## config.mk

```make
export PLATFORM = sky130hd
export DESIGN_NAME = button_conditioner
export DESIGN_NICKNAME = d
export VERILOG_FILES = /design/src/rtl/btn_pkg.sv /design/src/rtl/btn_channel.sv /design/src/rtl/button_conditioner.sv
export SDC_FILE = /design/constraint.sdc
export NUM_CORES = 1
export LEC_CHECK = 0
export CAP_MARGIN = 5
export CORE_UTILIZATION = 60
export DETAILED_ROUTE_END_ITERATION = 12
export GPL_TIMING_DRIVEN = 0
export PLACE_DENSITY = 0.78
export SETUP_SLACK_MARGIN = 0.15
export SKIP_LAST_GASP = 1
export SLEW_MARGIN = 20
export SYNTH_ARGS = -nofsm -noshare
export SYNTH_HDL_FRONTEND = slang
export SYNTH_SLANG_ARGS = --single-unit
```

## constraint.sdc

```tcl
create_clock -name clk -period 4.55 [get_ports clk]
set_clock_uncertainty 0.1 [all_clocks]
set_input_delay 0.91 -clock clk [delete_from_list [all_inputs] [get_ports clk]]
set_output_delay 0.91 -clock clk [all_outputs]
set_load 0.02 [all_outputs]
```

## src/rtl/btn_pkg.sv

```systemverilog
// Shared constants, repeat-FSM state type and width helpers for the button conditioner.
package btn_pkg;

    localparam int unsigned NUM_BTNS = 5;

    localparam int unsigned BTN_U = 0;
    localparam int unsigned BTN_D = 1;
    localparam int unsigned BTN_L = 2;
    localparam int unsigned BTN_R = 3;
    localparam int unsigned BTN_C = 4;

    typedef enum logic [1:0] {
        IDLE   = 2'd0,
        DELAY  = 2'd1,
        REPEAT = 2'd2
    } rpt_state_t;

    // Counter width able to hold 0..n with headroom for saturation.
    function automatic int unsigned cnt_width(input int unsigned n);
        return $clog2(n) + 1;
    endfunction

    function automatic int unsigned max_u(input int unsigned a, input int unsigned b);
        return (a > b) ? a : b;
    endfunction

endpackage

```

## src/rtl/btn_channel.sv

```systemverilog
// One button: 2-flop synchronizer, debounce counter, press edge and optional auto-repeat.
// The auto-repeat FSM is built only when BTN_AUTOREPEAT_EN is defined and REPEAT_EN is set.
module btn_channel
    import btn_pkg::*;
#(
    parameter int unsigned DEBOUNCE_CYCLES = 250000,
    parameter int unsigned REPEAT_DELAY    = 10000000,
    parameter int unsigned REPEAT_PERIOD   = 3750000,
    parameter bit          REPEAT_EN       = 1'b1
) (
    input  logic clk,
    input  logic resetn,
    input  logic raw,
    output logic level,
    output logic press,
    output logic press_c
);

    localparam int unsigned DB_W = cnt_width(DEBOUNCE_CYCLES);

    if (DEBOUNCE_CYCLES < 2 || (REPEAT_EN && (REPEAT_DELAY == 0 || REPEAT_PERIOD == 0))) begin : g_bad_cfg
        $error("btn_channel: illegal timing parameters");
    end

    logic            sync1;
    logic            sync2;
    logic [DB_W-1:0] db_cnt;
    logic            db_done_c;
    logic            level_nxt_c;
    logic            rise_c;

    always_ff @(posedge clk or negedge resetn) begin
        if (!resetn) begin
            sync1 <= 1'b0;
            sync2 <= 1'b0;
        end else begin
            sync1 <= raw;
            sync2 <= sync1;
        end
    end

    // Accept the new value only after it has differed for DEBOUNCE_CYCLES consecutive cycles.
    always_comb begin
        db_done_c   = (sync2 != level) && (db_cnt == DB_W'(DEBOUNCE_CYCLES - 1));
        level_nxt_c = db_done_c ? sync2 : level;
        rise_c      = level_nxt_c & ~level;
    end

    always_ff @(posedge clk or negedge resetn) begin
        if (!resetn) begin
            db_cnt <= '0;
            level  <= 1'b0;
        end else begin
            if (sync2 == level || db_done_c) begin
                db_cnt <= '0;
            end else begin
                db_cnt <= db_cnt + DB_W'(1);
            end
            level <= level_nxt_c;
        end
    end

`ifdef BTN_AUTOREPEAT_EN
    logic rpt_pulse_c;

    if (REPEAT_EN) begin : g_rpt
        localparam int unsigned CNT_W = max_u(cnt_width(REPEAT_DELAY), cnt_width(REPEAT_PERIOD));

        rpt_state_t       state;
        rpt_state_t       state_nxt;
        logic [CNT_W-1:0] cnt;
        logic [CNT_W-1:0] cnt_nxt;
        logic [CNT_W-1:0] cnt_inc_c;
        logic             pulse_c;

        always_ff @(posedge clk or negedge resetn) begin
            if (!resetn) begin
                state <= IDLE;
                cnt   <= '0;
            end else begin
                state <= state_nxt;
                cnt   <= cnt_nxt;
            end
        end

        // A release seen on the debounced level drops straight back to IDLE.
        always_comb begin
            state_nxt = state;
            cnt_nxt   = cnt;
            pulse_c   = 1'b0;
            cnt_inc_c = (&cnt) ? cnt : cnt + CNT_W'(1);
            case (state)
                IDLE: begin
                    if (rise_c) begin
                        state_nxt = DELAY;
                        cnt_nxt   = '0;
                    end
                end
                DELAY: begin
                    if (!level_nxt_c) begin
                        state_nxt = IDLE;
                        cnt_nxt   = '0;
                    end else if (cnt == CNT_W'(REPEAT_DELAY - 1)) begin
                        state_nxt = REPEAT;
                        cnt_nxt   = '0;
                        pulse_c   = 1'b1;
                    end else begin
                        cnt_nxt = cnt_inc_c;
                    end
                end
                REPEAT: begin
                    if (!level_nxt_c) begin
                        state_nxt = IDLE;
                        cnt_nxt   = '0;
                    end else if (cnt == CNT_W'(REPEAT_PERIOD - 1)) begin
                        cnt_nxt = '0;
                        pulse_c = 1'b1;
                    end else begin
                        cnt_nxt = cnt_inc_c;
                    end
                end
                default: begin
                    state_nxt = IDLE;
                    cnt_nxt   = '0;
                end
            endcase
        end

        assign rpt_pulse_c = pulse_c;
    end else begin : g_no_rpt
        assign rpt_pulse_c = 1'b0;
    end

    assign press_c = rise_c | rpt_pulse_c;
`else
    assign press_c = rise_c;
`endif

    always_ff @(posedge clk or negedge resetn) begin
        if (!resetn) begin
            press <= 1'b0;
        end else begin
            press <= press_c;
        end
    end

endmodule

```

## src/rtl/button_conditioner.sv

```systemverilog
// Five-button conditioner: per-button debounce, press pulses and (with BTN_AUTOREPEAT_EN)
// auto-repeat on every button except centre.
module button_conditioner
    import btn_pkg::*;
#(
    parameter int unsigned DEBOUNCE_CYCLES = 250000,
    parameter int unsigned REPEAT_DELAY    = 10000000,
    parameter int unsigned REPEAT_PERIOD   = 3750000
) (
    input  logic                clk,
    input  logic                resetn,
    input  logic [NUM_BTNS-1:0] btn_raw,
    output logic [NUM_BTNS-1:0] btn_level,
    output logic [NUM_BTNS-1:0] btn_press,
    output logic                any_press
);

    logic [NUM_BTNS-1:0] press_c;

    for (genvar i = 0; i < int'(NUM_BTNS); i++) begin : g_ch
        btn_channel #(
            .DEBOUNCE_CYCLES (DEBOUNCE_CYCLES),
            .REPEAT_DELAY    (REPEAT_DELAY),
            .REPEAT_PERIOD   (REPEAT_PERIOD),
            .REPEAT_EN       (i != int'(BTN_C))
        ) u_ch (
            .clk     (clk),
            .resetn  (resetn),
            .raw     (btn_raw[i]),
            .level   (btn_level[i]),
            .press   (btn_press[i]),
            .press_c (press_c[i])
        );
    end

    // Registered from the same next-cycle pulses so it lines up with btn_press.
    always_ff @(posedge clk or negedge resetn) begin
        if (!resetn) begin
            any_press <= 1'b0;
        end else begin
            any_press <= |press_c;
        end
    end

endmodule
```

## Yosys cells after proc, flatten, opt, wreduce, memory -nomap -nowiden

Index checks and enable logic that the tools add are counted.

| operators by class | value |
|---|---|
| add/sub/neg operators | 5 |
| equal/unequal tests | 15 |
| bitwise operators | 10 |
| reductions and logical operators | 11 |
| muxes and demuxes | 10 |

Operators with widths:

| cell | number |
|---|---|
| 19-bit by 1-bit adder with 19-bit output, second input constant | 5 |
| 19-bit by 18-bit equality test with 1-bit output, second input constant | 5 |
| 19-bit two-way mux | 5 |
| 1-bit bitwise AND | 5 |
| 1-bit equality test | 5 |
| 1-bit logical AND | 5 |
| 1-bit logical OR | 5 |
| 1-bit two-way mux | 5 |
| 1-bit != test | 5 |
| 1-bit NOT | 5 |
| 5-bit OR reduction | 1 |

| word-level totals | value |
|---|---|
| bits of input ports | 7 |
| register bits after elaboration | 116 |

## Depth between registers and ports, before layout

Gate-level depths: netlist of the first run.

| logic depth | value |
|---|---|
| depth after elaboration | 5 |
| mapped depth | 7 |

## By module

A second synthesis of the first run with hierarchy kept.

| unflattened totals | value |
|---|---|
| cells, all modules | 559 |
| area, all modules | 5743.0 sq um |

Modules (own cells, without submodules):

| module | area each (sq um) | cells each | instances | sequential area each (sq um) |
|---|---|---|---|---|
| btn_channel | 1141.1 | 111 | 5 | 575.6 |
| button_conditioner | 37.5 | 4 | 1 | 25.0 |

## Least setup slack after synthesis of the first run

No wires, ideal clock.

| timing path | value |
|---|---|
| path type | reg2reg |
| start point | reg g_ch[4].u_ch.db_cnt[6] |
| end point | reg g_ch[4].u_ch.level |
| path slack | 2.316 ns |
| arrival | 2.008 ns |
| stages on the path, launching flop included | 5 |
| period minus slack after synthesis | 2.234 ns |
| path through | dfrtp_1 -> or4_1 -> or3_4 -> or3_4 -> mux2_4 |

| on the way | value |
|---|---|
| word-level cells in the longest chain between the ends | 3 |

Ends and longest elaborated chain:

| element | RTL line | source |
|---|---|---|
| start, declared | btn_channel.sv:27 | `logic [DB_W-1:0] db_cnt;` |
| start signal, assigned | btn_channel.sv:57 | `db_cnt <= db_cnt + DB_W'(1);` |
| 19-bit by 18-bit equality test with 1-bit output | btn_channel.sv:44 | `db_done_c = (sync2 != level) && (db_cnt == DB_W'(DEBOUNCE_CYCLES - 1));` |
| 1-bit logical AND | btn_channel.sv:44 |  |
| 1-bit two-way mux | btn_channel.sv:45 | `level_nxt_c = db_done_c ? sync2 : level;` |
| via g_ch[4].u_ch.level_nxt_c | btn_channel.sv:29 | `logic level_nxt_c;` |
| end signal, assigned | btn_channel.sv:59 | `level <= level_nxt_c;` |
| end, declared | btn_channel.sv:14 | `output logic level,` |

The timed path passes the listed nets, and every way through them passes these cells.

## Worst setup path in the final report of the first run

| timing path | value |
|---|---|
| start point | reg g_ch[3].u_ch.db_cnt[0] |
| end point | reg g_ch[3].u_ch.db_cnt[11] |

| on the way | value |
|---|---|
| word-level cells in the longest chain between the ends | 4 |
| elaborated cells between the ends (all ways) | 5 |

Ends and longest elaborated chain:

| element | RTL line | source |
|---|---|---|
| start, declared | btn_channel.sv:27 |  |
| start signal, assigned | btn_channel.sv:57 |  |
| branches (longest 3 deep; another with 19-bit by 1-bit adder with 19-bit output) | - |  |
| 19-bit two-way mux * | btn_channel.sv:54 | `if (sync2 == level \|\| db_done_c) begin` |

Every way passes the cells marked *.

==> results by group, run 1 <==
Floorplan
  • Initial Util: 62.52%
  • Die area: 9563 um^2
  • Die width: 97.79 um
  • Total I/O pin count: 18
  • Rows: 34
  • Core ar.: 8806 um^2
  • Die height: 97.79 um

Synth
  • Top FF cell, synth: dfrtp_1
  • Yosys cell types: 39
  • Post-synthesis cell area: 5505 um^2
  • Asr flop ratio synth: 100.0%
  • Synth Register Bits: 116
  • Synth Instances: 548
  • Sequential fraction of the synthesis area: 52.73%
  • Post-synth EDFFs: 0
  • Syn Area/Cell: 10.05 um^2
  • Yosys warning count: 0
  • Mapped Nets: 560

Timing
  • RSZ-0062 raised after global routing: false
  • Final WS setup: 1.831 ns
  • Hold_ws: 0.2395 ns
  • Final period utilization: 59.75%
  • Final setup viols: 0
  • Crit path time final: 2.719 ns
  • Slew Limit Fails: 0
  • Worst-Margin Slew: 0.8285 ns
  • Slew HR: 44.39%
  • Peak Freq: 367.8 MHz
  • Final hold vios: 0

Clock network
  • Post CTS Setup Buffer Count: 0
  • Num CTS Buffers: 17
  • Clk Latency, worst-skew pair: 0.53 ns
  • Worst-path clk slew: 0.06 ns
  • CTS tree: built
  • Cts repair resizes: 0
  • H-tree depth: 4
  • Hold-fix buffers, CTS: 0
  • Clock Tree Buf Depth: 2
  • Clock sinks: 116
  • Clk Tree Root Cell: clkbuf_8

Placed design
  • Port Buf Inserts: 17
  • DP Worst Slack: 1.867 ns
  • Final HPWL DP: 7051 um
  • Gpl congestion: 0.8204

Layout
  • N_diodes: 0
  • Number of fill cells: 637
  • Final #Nets: 597
  • Area added between synthesis and finish: 16.80%
  • Share of cells above drive strength 1: 9.532%

Critical path
  • Crit Path Class: reg2reg
  • CP required: 4.84 ns
  • CP startpoint kind: flip-flop
  • Reg2reg start: g_ch[3].u_ch.db_cnt[0]
  • Worst EP arrival: 3.01 ns
  • Worst setup EP type: flip-flop
  • Worst reg2reg endpoint: g_ch[3].u_ch.db_cnt[11]
  • Register-to-register setup slack: 1.83 ns
  • Peak fanout along the critical path: 10
  • FF-to-FF path depth: 7

Detailed routing
  • DR pass1 iterations: 9
  • DRT iter0 DRCs: 198
  • Remaining DRCs: 4
  • Vias per cell: 5.959
  • Routed wire length: 10,850 um
  • Via count: 4,207
  • Detailed-route wire length per cell: 15.36 um
  • Detail Route Antenna Nets: 0

Global route
  • Vias in the first global route: 4,167
  • Pin count of the biggest net entering global routing: 62
  • Initial antenna violation count: 0
  • Total gr overflow: 0
  • First-pass GRT wire length: 18,910 um
  • Total track usage: 25.14%

Power and ir drop
  • Clock Power Share: 53.9%
  • NetSw: 532.1 uW
  • Reg power frac: 43.4%
  • Comb power frac: 2.7%
  • Worst VDD drop: 0.3147 mV
  • Pleak: 2.702 nW
  • Pwr per Cell Area: 381.1 nW/um^2
  • P_int: 1.918 mW
  • Sw Share: 21.72%

Worst hold path
  • Hold WC Path Type: in2async

Outcome
  • Status: complete, but fails checks
  • Failing checks: design-rule violations

Flow run
  • Total of max-cap violations: 0
-- flip-flops by register name, indices dropped and copies added (netlist names) --
signal / cells
g_ch.u_ch.db_cnt: 95
any_press: 1
g_ch.u_ch.sync1: 5
g_ch.u_ch.level: 5
g_ch.u_ch.press: 5
g_ch.u_ch.sync2: 5
-- per-stage QoR --
stage	utilization (%)	instances	area [um^2]	TNS, ns	power (mW)
3_3_place_gp	65.98	673	5811	-212.22	1.144
6_report	73.02	706	6430	0	2.450
4_1_cts	73.02	706	6430	0	2.472
5_1_grt	73.02	706	6430	0	2.523
2_1_floorplan	-	548	5505	0	1.109
3_5_place_dp	66.31	674	5839	0	1.150
-- cells in the mapped netlist, types with 5 or more instances --
cell | instances | area (um^2)
and3_1 | 15 | 93.84
nand4_1 | 22 | 137.6
inv_1 | 17 | 63.81
xor2_1 | 24 | 210.2
nor4_1 | 12 | 75.07
a21oi_1 | 25 | 125.1
o31ai_1 | 9 | 67.56
nand3_1 | 38 | 190.2
nor3_1 | 11 | 55.05
ha_1 | 5 | 62.56
o21ai_0 | 16 | 80.08
nor2_1 | 82 | 307.8
or3_1 | 18 | 112.6
xnor2_1 | 41 | 359.1
or4_1 | 18 | 135.1
dfrtp_1 | 116 | 2903
clkbuf_1 | 8 | 30.03
nand2_1 | 20 | 75.07
buf_4 | 11 | 82.58
-- kinds of logic (layout without fill, tap and decap cells) --
family,after synthesis,count (layout),synth area share (%)
multiplexers,5,5,1.091
AND/OR/NAND/NOR,260,260,25.02
AO/OA/AOI/OAI,57,57,6.136
flip-flops,116,116,52.73
XOR/XNOR,65,65,10.34
adder cells (fa/ha/maj),5,5,1.136
buffers and inverters,40,90,3.545
-- layout make-up --
cell class | count | area (um^2) | area share (%)
Buffer | 23 | 131.4 | 2.043
Clock buffer | 20 | 435.4 | 6.772
Clock inverter | 12 | 155.1 | 2.413
Inverter | 17 | 63.81 | 0.9924
Multi-Input combinational cell | 392 | 2407 | 37.44
Sequential cell | 116 | 2903 | 45.14
Tap cell | 108 | 135.1 | 2.102
Timing Repair Buffer | 18 | 198.9 | 3.094
-- worst max-delay path: stages (launching register included) --
cell and delay, ns:
dfrtp_1 0.40, ha_1 0.22, and3_1 0.16, clkbuf_1 0.24, nand3_1 0.21, o21ai_1 0.70
clkbuf_1 0.44, nor2_1 0.11
-- power groups by stage --
| stage | registers [mW] | logic [mW] | clock network [mW] |
|---|---|---|---|
| finish | 1.06 | 0.0671 | 1.32 |
| CTS | 1.06 | 0.0697 | 1.34 |
| global placement | 1.08 | 0.0631 | 0 |
| global route | 1.07 | 0.0768 | 1.38 |
| detailed placement | 1.08 | 0.0683 | 0 |
| floorplan | 1.08 | 0.0313 | 0 |
-- layer usage --
metal / GRT usage, % / wire length [um] / vias to the layer above / share of wire, %
met3: 6.299 / 463 / 19 / 4.3
met1: 32.42 / 4914 / 2069 / 45
li1: - / - / 2017 / -
met2: 40.53 / 5302 / 102 / 49
met4: 11.31 / 165 / 0 / 1.5
met5: 0 / 0 / - / 0
-- cells in the final DEF (no fill, tap or decap), types with 4 or more instances in the layout --
cell type / synthesis / final
xor2_1: 24 / 24
clkbuf_1: 8 / 10
clkbuf_16: 0 / 16
mux2_2: 4 / 4
a21oi_1: 25 / 25
nand2_1: 20 / 20
nand3_1: 38 / 38
and4_1: 4 / 4
clkdlybuf4s50_1: 0 / 16
and3_1: 15 / 15
or4_1: 18 / 18
nand4b_1: 4 / 4
nand4_1: 22 / 22
nor2_1: 82 / 82
o21ai_0: 16 / 16
buf_4: 11 / 11
inv_1: 17 / 17
dfrtp_1: 116 / 116
nor3_1: 11 / 11
xnor2_1: 41 / 41
ha_1: 5 / 5
or3_1: 18 / 18
nor4_1: 12 / 12
o31ai_1: 9 / 9
-- how the worst max path moves through the flow --
| stage | startpoint | end | slack [ns] | cells after the start |
|---|---|---|---|---|
| floorplan | g_ch[4].u_ch.db_cnt[6] | g_ch[4].u_ch.level | 2.32 | 4 |
| global placement | resetn | g_ch[2].u_ch.db_cnt[8] | -1.84 | 1 |
| detailed placement | g_ch[3].u_ch.db_cnt[0] | g_ch[3].u_ch.db_cnt[11] | 1.87 | 7 |
| CTS | g_ch[3].u_ch.db_cnt[0] | g_ch[3].u_ch.db_cnt[11] | 1.83 | 7 |
| global route | g_ch[3].u_ch.db_cnt[0] | g_ch[3].u_ch.db_cnt[13] | 1.64 | 7 |
| finish | g_ch[3].u_ch.db_cnt[0] | g_ch[3].u_ch.db_cnt[11] | 1.83 | 7 |
(Power assumes the default switching activity.)
==> run 2, diff against run 1 <==
--- a/config.mk
+++ b/config.mk
@@ -6,10 +6,10 @@
 export NUM_CORES = 1
 export LEC_CHECK = 0
 export CAP_MARGIN = 5
-export CORE_UTILIZATION = 60
+export CORE_UTILIZATION = 55
 export DETAILED_ROUTE_END_ITERATION = 12
 export GPL_TIMING_DRIVEN = 0
-export PLACE_DENSITY = 0.78
+export PLACE_DENSITY = 0.76
 export SETUP_SLACK_MARGIN = 0.15
 export SKIP_LAST_GASP = 1
 export SLEW_MARGIN = 20
==> constraint.sdc (replaced) <==
create_clock -name clk -period 2.3 [get_ports clk]
set_clock_uncertainty 0.1 [all_clocks]
set_input_delay 0.46 -clock clk [delete_from_list [all_inputs] [get_ports clk]]
set_output_delay 0.46 -clock clk [all_outputs]
set_load 0.02 [all_outputs]
==> results by group, run 2 (same netlist as run 1, synthesis figures left out) <==
Flow run
  • Total of max-cap violations: 0

Timing
  • Crit path time final: 2.204 ns
  • Slew HR: 60.94%
  • RSZ-0062 raised after global routing: true
  • Hold_ws: 0.2449 ns
  • Final hold vios: 0
  • Final period utilization: 95.82%
  • Worst-Margin Slew: 0.5859 ns
  • Peak Freq: 453.7 MHz
  • Final setup viols: 0
  • Slew Limit Fails: 0

Power and ir drop
  • Final Power: 5.006 mW
  • Pwr per Cell Area: 739.9 nW/um^2
  • Worst VDD drop: 0.5771 mV
  • Pleak: 2.881 nW

Detailed routing
  • DR pass1 iterations: 5
  • Vias per cell: 5.645
  • Detailed-route wire length per cell: 15.41 um
  • Detail Route Antenna Nets: 0
  • Routed wire length: 11,470 um
  • Remaining DRCs: 0
  • Via count: 4,200
  • DRT iter0 DRCs: 167

Worst hold path
  • Hold Path End: g_ch[1].u_ch.sync2
  • Hold Startpoint: g_ch[1].u_ch.sync1
  • Hold WC Path Type: reg2reg
  • Hold Path Depth: 0

Clock network
  • Clock sinks: 116
  • H-tree depth: 4
  • Clock Tree Buf Depth: 2
  • Num CTS Buffers: 17
  • Worst-path clk slew: 0.06 ns
  • CTS tree: built
  • Clk Latency, worst-skew pair: 0.52 ns
  • Clk Tree Root Cell: clkbuf_8

Global route
  • Grt peak-use layer: met2
  • Total gr overflow: 0
  • Pin count of the biggest net entering global routing: 65
  • First-pass GRT wire length: 18,780 um
  • Total track usage: 23.70%
  • Met2 usage: 41.20%
  • Initial antenna violation count: 0
  • Vias in the first global route: 4,155
  • Met3 usage: 6.566%
  • GR Util met1: 27.59%

Critical path
  • Reg2reg start: g_ch[4].u_ch.db_cnt[5]
  • Worst EP arrival: 2.51 ns
  • CP required: 2.61 ns
  • Crit Path Class: reg2reg
  • Register-to-register setup slack: 0.1 ns
  • Worst reg2reg endpoint: g_ch[4].u_ch.level
  • CP startpoint kind: flip-flop
  • Worst setup EP type: flip-flop
  • FF-to-FF path depth: 4
  • Peak fanout along the critical path: 4

Floorplan
  • Initial Util: 56.58%
  • Die width: 102.0 um
  • Rows: 36
  • Die area: 10,410 um^2
  • Die height: 102.0 um
  • Total I/O pin count: 18
  • Core ar.: 9729 um^2

Placed design
  • Gpl congestion: 0.8283
  • Final HPWL DP: 7117 um
  • Port Buf Inserts: 17

Layout
  • Final #Nets: 610
  • Most frequent cells in the layout: dfrtp_1 (114), nor2_1 (73), xnor2_1 (41)
  • Largest reg by FF count: g_ch.u_ch.db_cnt
  • Area added between synthesis and finish: 22.91%
  • Most common cell after layout, fill and taps aside: dfrtp_1
  • N_diodes: 0
  • Max reg flops: 95
  • Share of cells above drive strength 1: 16.37%

Outcome
  • Status: complete, no violations
## run 2: cell count changes in the layout (fill, tap and decap cells not counted), sizes merged
| cell | before | now |
|---|---|---|
| dlymetal6s2s | 0 | 2 |
| clkdlybuf4s50 | 16 | 9 |
| clkinv | 6 | 3 |
| inv | 18 | 17 |
| clkbuf | 28 | 35 |
| dlygate4sd3 | 0 | 1 |
| clkinvlp | 2 | 1 |
| buf | 17 | 27 |
| dlygate4sd2 | 0 | 5 |
## run 2: power breakdown
part / internal, mW / switching, mW / leakage [nW]
Combinational: 0.0583 / 0.0965 / 0.988
Clock: 1.85 / 0.893 / 0.310
Sequential: 2.07 / 0.0338 / 1.58
## run 2: layout make-up
type                            count  area (um^2)
Clock buffer                       25        514.2
Inverter                           17        63.81
Tap cell                          133        166.4
Fill cell                         731         2963
Buffer                             23        153.9
Clock inverter                      7        116.4
Multi-Input combinational cell    392         2537
Timing Repair Buffer               31        309.0
Sequential cell                   116         2905
## run 2: per-stage QoR
step / area, um^2 / std cells / setup WS, ns / setup TNS, ns / util [%]
global route: 6766 / 744 / 0.05600 / 0 / 69.55
detailed placement: 5871 / 699 / -0.3498 / -5.041 / 60.34
global placement: 5842 / 698 / -3.604 / -420.80 / 60.04
floorplan: 5505 / 548 / 0.1282 / 0 / -
finish: 6766 / 744 / 0.09604 / 0 / 69.55
CTS: 6630 / 740 / 0.07834 / 0 / 68.15
## run 2: worst max-delay path by stage
stage,slack (ns),to,startpoint
floorplan,0.13,g_ch[4].u_ch.level,g_ch[4].u_ch.db_cnt[11]
global placement,-3.60,g_ch[2].u_ch.db_cnt[7],resetn
detailed placement,-0.35,g_ch[3].u_ch.db_cnt[8],g_ch[3].u_ch.db_cnt[0]
CTS,0.08,g_ch[4].u_ch.level,g_ch[4].u_ch.db_cnt[5]
global route,0.06,g_ch[4].u_ch.db_cnt[7],g_ch[4].u_ch.db_cnt[5]
finish,0.1,g_ch[4].u_ch.level,g_ch[4].u_ch.db_cnt[5]
## run 2: metal layers
layer | wire length (um) | part of all wire [%]
met1 | 4897 | 43
met3 | 368 | 3.2
met2 | 5997 | 52
met5 | 0 | 0
met4 | 204 | 1.8
## run 2: critical path: stages (launching register included)
cell and delay [ns]:
dfrtp_1 0.43, or4_1 0.48, or3_4 0.41, or3_4 0.36, mux2_4 0.31
## run 2: what timing repair did
action | 4_1_cts | 5_1_grt
gates cloned | 0 | 1
pin swaps | 5 | 11
hold endpoints to repair | 63 | 0
buffers inserted | 8 | 3
resized for setup | 20 | 38
hold buffers | 1 | 0
endpoints found under the setup margin | 69 | 77
==> run 3, diff against run 2 <==
--- a/config.mk
+++ b/config.mk
@@ -10,6 +10,7 @@
 export DETAILED_ROUTE_END_ITERATION = 12
 export GPL_TIMING_DRIVEN = 0
 export PLACE_DENSITY = 0.76
+export REMOVE_ABC_BUFFERS = 1
 export SETUP_SLACK_MARGIN = 0.15
 export SKIP_LAST_GASP = 1
 export SLEW_MARGIN = 20
==> results by group, run 3 (same netlist as run 1, synthesis figures left out) <==
Layout
  • Post-route cell area: 6610 um^2
  • Final cell count without fillers: 722
  • Reg area: 2903 um^2
  • Share of cells above drive strength 1: 12.56%
  • Final #Nets: 588
  • Area added between synthesis and finish: 20.07%
  • Most common cell after layout, fill and taps aside: dfrtp_1
  • N_diodes: 0
  • Most frequent cells in the layout: dfrtp_1 (116), nor2_1 (81), xnor2_1 (41)
  • Multi-input logic area: 2490 um^2
  • Largest reg by FF count: g_ch.u_ch.db_cnt
  • Util after Layout: 67.94%
  • Number of fill cells: 734
  • Max reg flops: 95

Clock network
  • Clk Tree Root Cell: clkbuf_8
  • Clock sinks: 116
  • Clock Tree Buf Depth: 2
  • CTS tree: built
  • Clk Latency, worst-skew pair: 0.53 ns
  • Num CTS Buffers: 17
  • Worst-path clk slew: 0.06 ns
  • H-tree depth: 4

Timing
  • Hold_ws: 0.2527 ns
  • TNS Setup: 0 ns
  • Final setup viols: 0
  • Slew Limit Fails: 0
  • Final hold vios: 0
  • Final WS setup: 0.08035 ns
  • Final period utilization: 96.51%
  • Worst-Margin Slew: 0.5788 ns
  • RSZ-0062 raised after global routing: true
  • Slew HR: 61.06%
  • Crit path time final: 2.220 ns
  • Peak Freq: 450.5 MHz

Power and ir drop
  • Final Power: 5.073 mW
  • Clock Power Share: 55.6%
  • P_int: 3.962 mW
  • Comb power frac: 2.9%
  • Pleak: 2.805 nW
  • Reg power frac: 41.5%
  • Worst VDD drop: 0.5531 mV
  • Sw Share: 21.91%
  • Pwr per Cell Area: 767.5 nW/um^2
  • NetSw: 1.111 mW

Floorplan
  • Core ar.: 9729 um^2
  • Rows: 36
  • Total I/O pin count: 18
  • Die height: 102.0 um
  • Initial Util: 56.58%
  • Die area: 10,410 um^2
  • Die width: 102.0 um

Critical path
  • CP required: 2.61 ns
  • Peak fanout along the critical path: 4
  • Worst EP arrival: 2.53 ns
  • Worst Path Buf+Inv: 0
  • Critical path, cell by cell: or4_4 > or3_4 > or3_4 > mux2_4
  • Worst setup EP type: flip-flop
  • Crit Path Class: reg2reg
  • Slowest CP cell: or4_4
  • CP startpoint kind: flip-flop
  • Max stage delay on crit path: 0.53 ns
  • Critical path's top delay family: simple AND/OR/NAND/NOR gates
  • CP dominant cell by count: or3_4

Global route
  • Total track usage: 22.74%
  • Pin count of the biggest net entering global routing: 73
  • First-pass GRT wire length: 18,200 um
  • Total gr overflow: 0
  • Initial antenna violation count: 0
  • Vias in the first global route: 3,993

Placed design
  • Placed cell areas: 5747 um^2
  • Final HPWL DP: 6650 um
  • # placed instances: 676
  • DP Worst Slack: -0.1130 ns
  • Port Buf Inserts: 17
  • Gpl congestion: 0.8092

Flow run
  • Total of max-cap violations: 0

Detailed routing
  • Routed wire length: 10,790 um
  • DRT iter0 DRCs: 119
  • Detailed-route wire length per cell: 14.94 um
  • Vias per cell: 5.726
  • DR pass1 iterations: 5
  • Remaining DRCs: 0
  • Detail Route Antenna Nets: 0
  • Via count: 4,134

Worst hold path
  • Hold WC Path Type: reg2reg

Outcome
  • Status: complete, no violations
[run 3: cell types whose count changed in the layout (fill, tap and decap cells not counted), moves of 4 or more]
cell	change
buf_4	-12
nor2_1	+8
nor2_2	-6
a21oi_1	-5
a21oi_2	+5
clkbuf_1	-5
clkbuf_8	-5
dlygate4sd2_1	-5
inv_6	+4
[run 3: final cells by class]
type,instances,share of cell area [%]
Inverter,17,0.9654
Multi-Input combinational cell,392,37.67
Clock buffer,19,6.682
Sequential cell,116,43.91
Tap cell,133,2.518
Timing Repair Buffer,32,5.281
Clock inverter,13,2.972
[run 3: power groups by stage]
stage	logic, mW	clock network, mW	registers, mW
after floorplan	0.0572	0	2.13
after global placement	0.120	0	2.14
after detailed placement	0.130	0	2.14
after CTS	0.138	2.86	2.10
after global routing	0.171	2.95	2.11
final	0.147	2.82	2.10
[run 3: path summary, 6_finish.rpt]
kind	startpoint	endpoint	depth (start not counted)	slack [ns]
worst max register to register	g_ch[4].u_ch.db_cnt[5]	g_ch[4].u_ch.level	4	0.08
min in group asynchronous	resetn	g_ch[0].u_ch.db_cnt[17]	2	0.32
worst min-delay path	g_ch[1].u_ch.sync1	g_ch[1].u_ch.sync2	0	0.25
max in group asynchronous	resetn	g_ch[2].u_ch.db_cnt[10]	3	1.09
worst min register to register	g_ch[1].u_ch.sync1	g_ch[1].u_ch.sync2	0	0.25
worst max-delay path	g_ch[4].u_ch.db_cnt[5]	g_ch[4].u_ch.level	4	0.08
[run 3: per-layer routing]
layer / part of all wire [%] / wire length [um] / track usage (%) / up-vias
met4: 1.4 / 150 / 10.33 / 0
met3: 3.3 / 354 / 6.430 / 20
met2: 48 / 5163 / 34.69 / 85
met1: 47 / 5120 / 30.33 / 2037
met5: 0 / 0 / 0 / -
li1: - / - / - / 1992
[run 3: timing repair]
action	in CTS	in global routing
pin swaps	4	2
buffers inserted	10	3
hold buffers	1	0
setup endpoints to repair	71	85
resized for setup	4	20
hold endpoints to repair	44	0
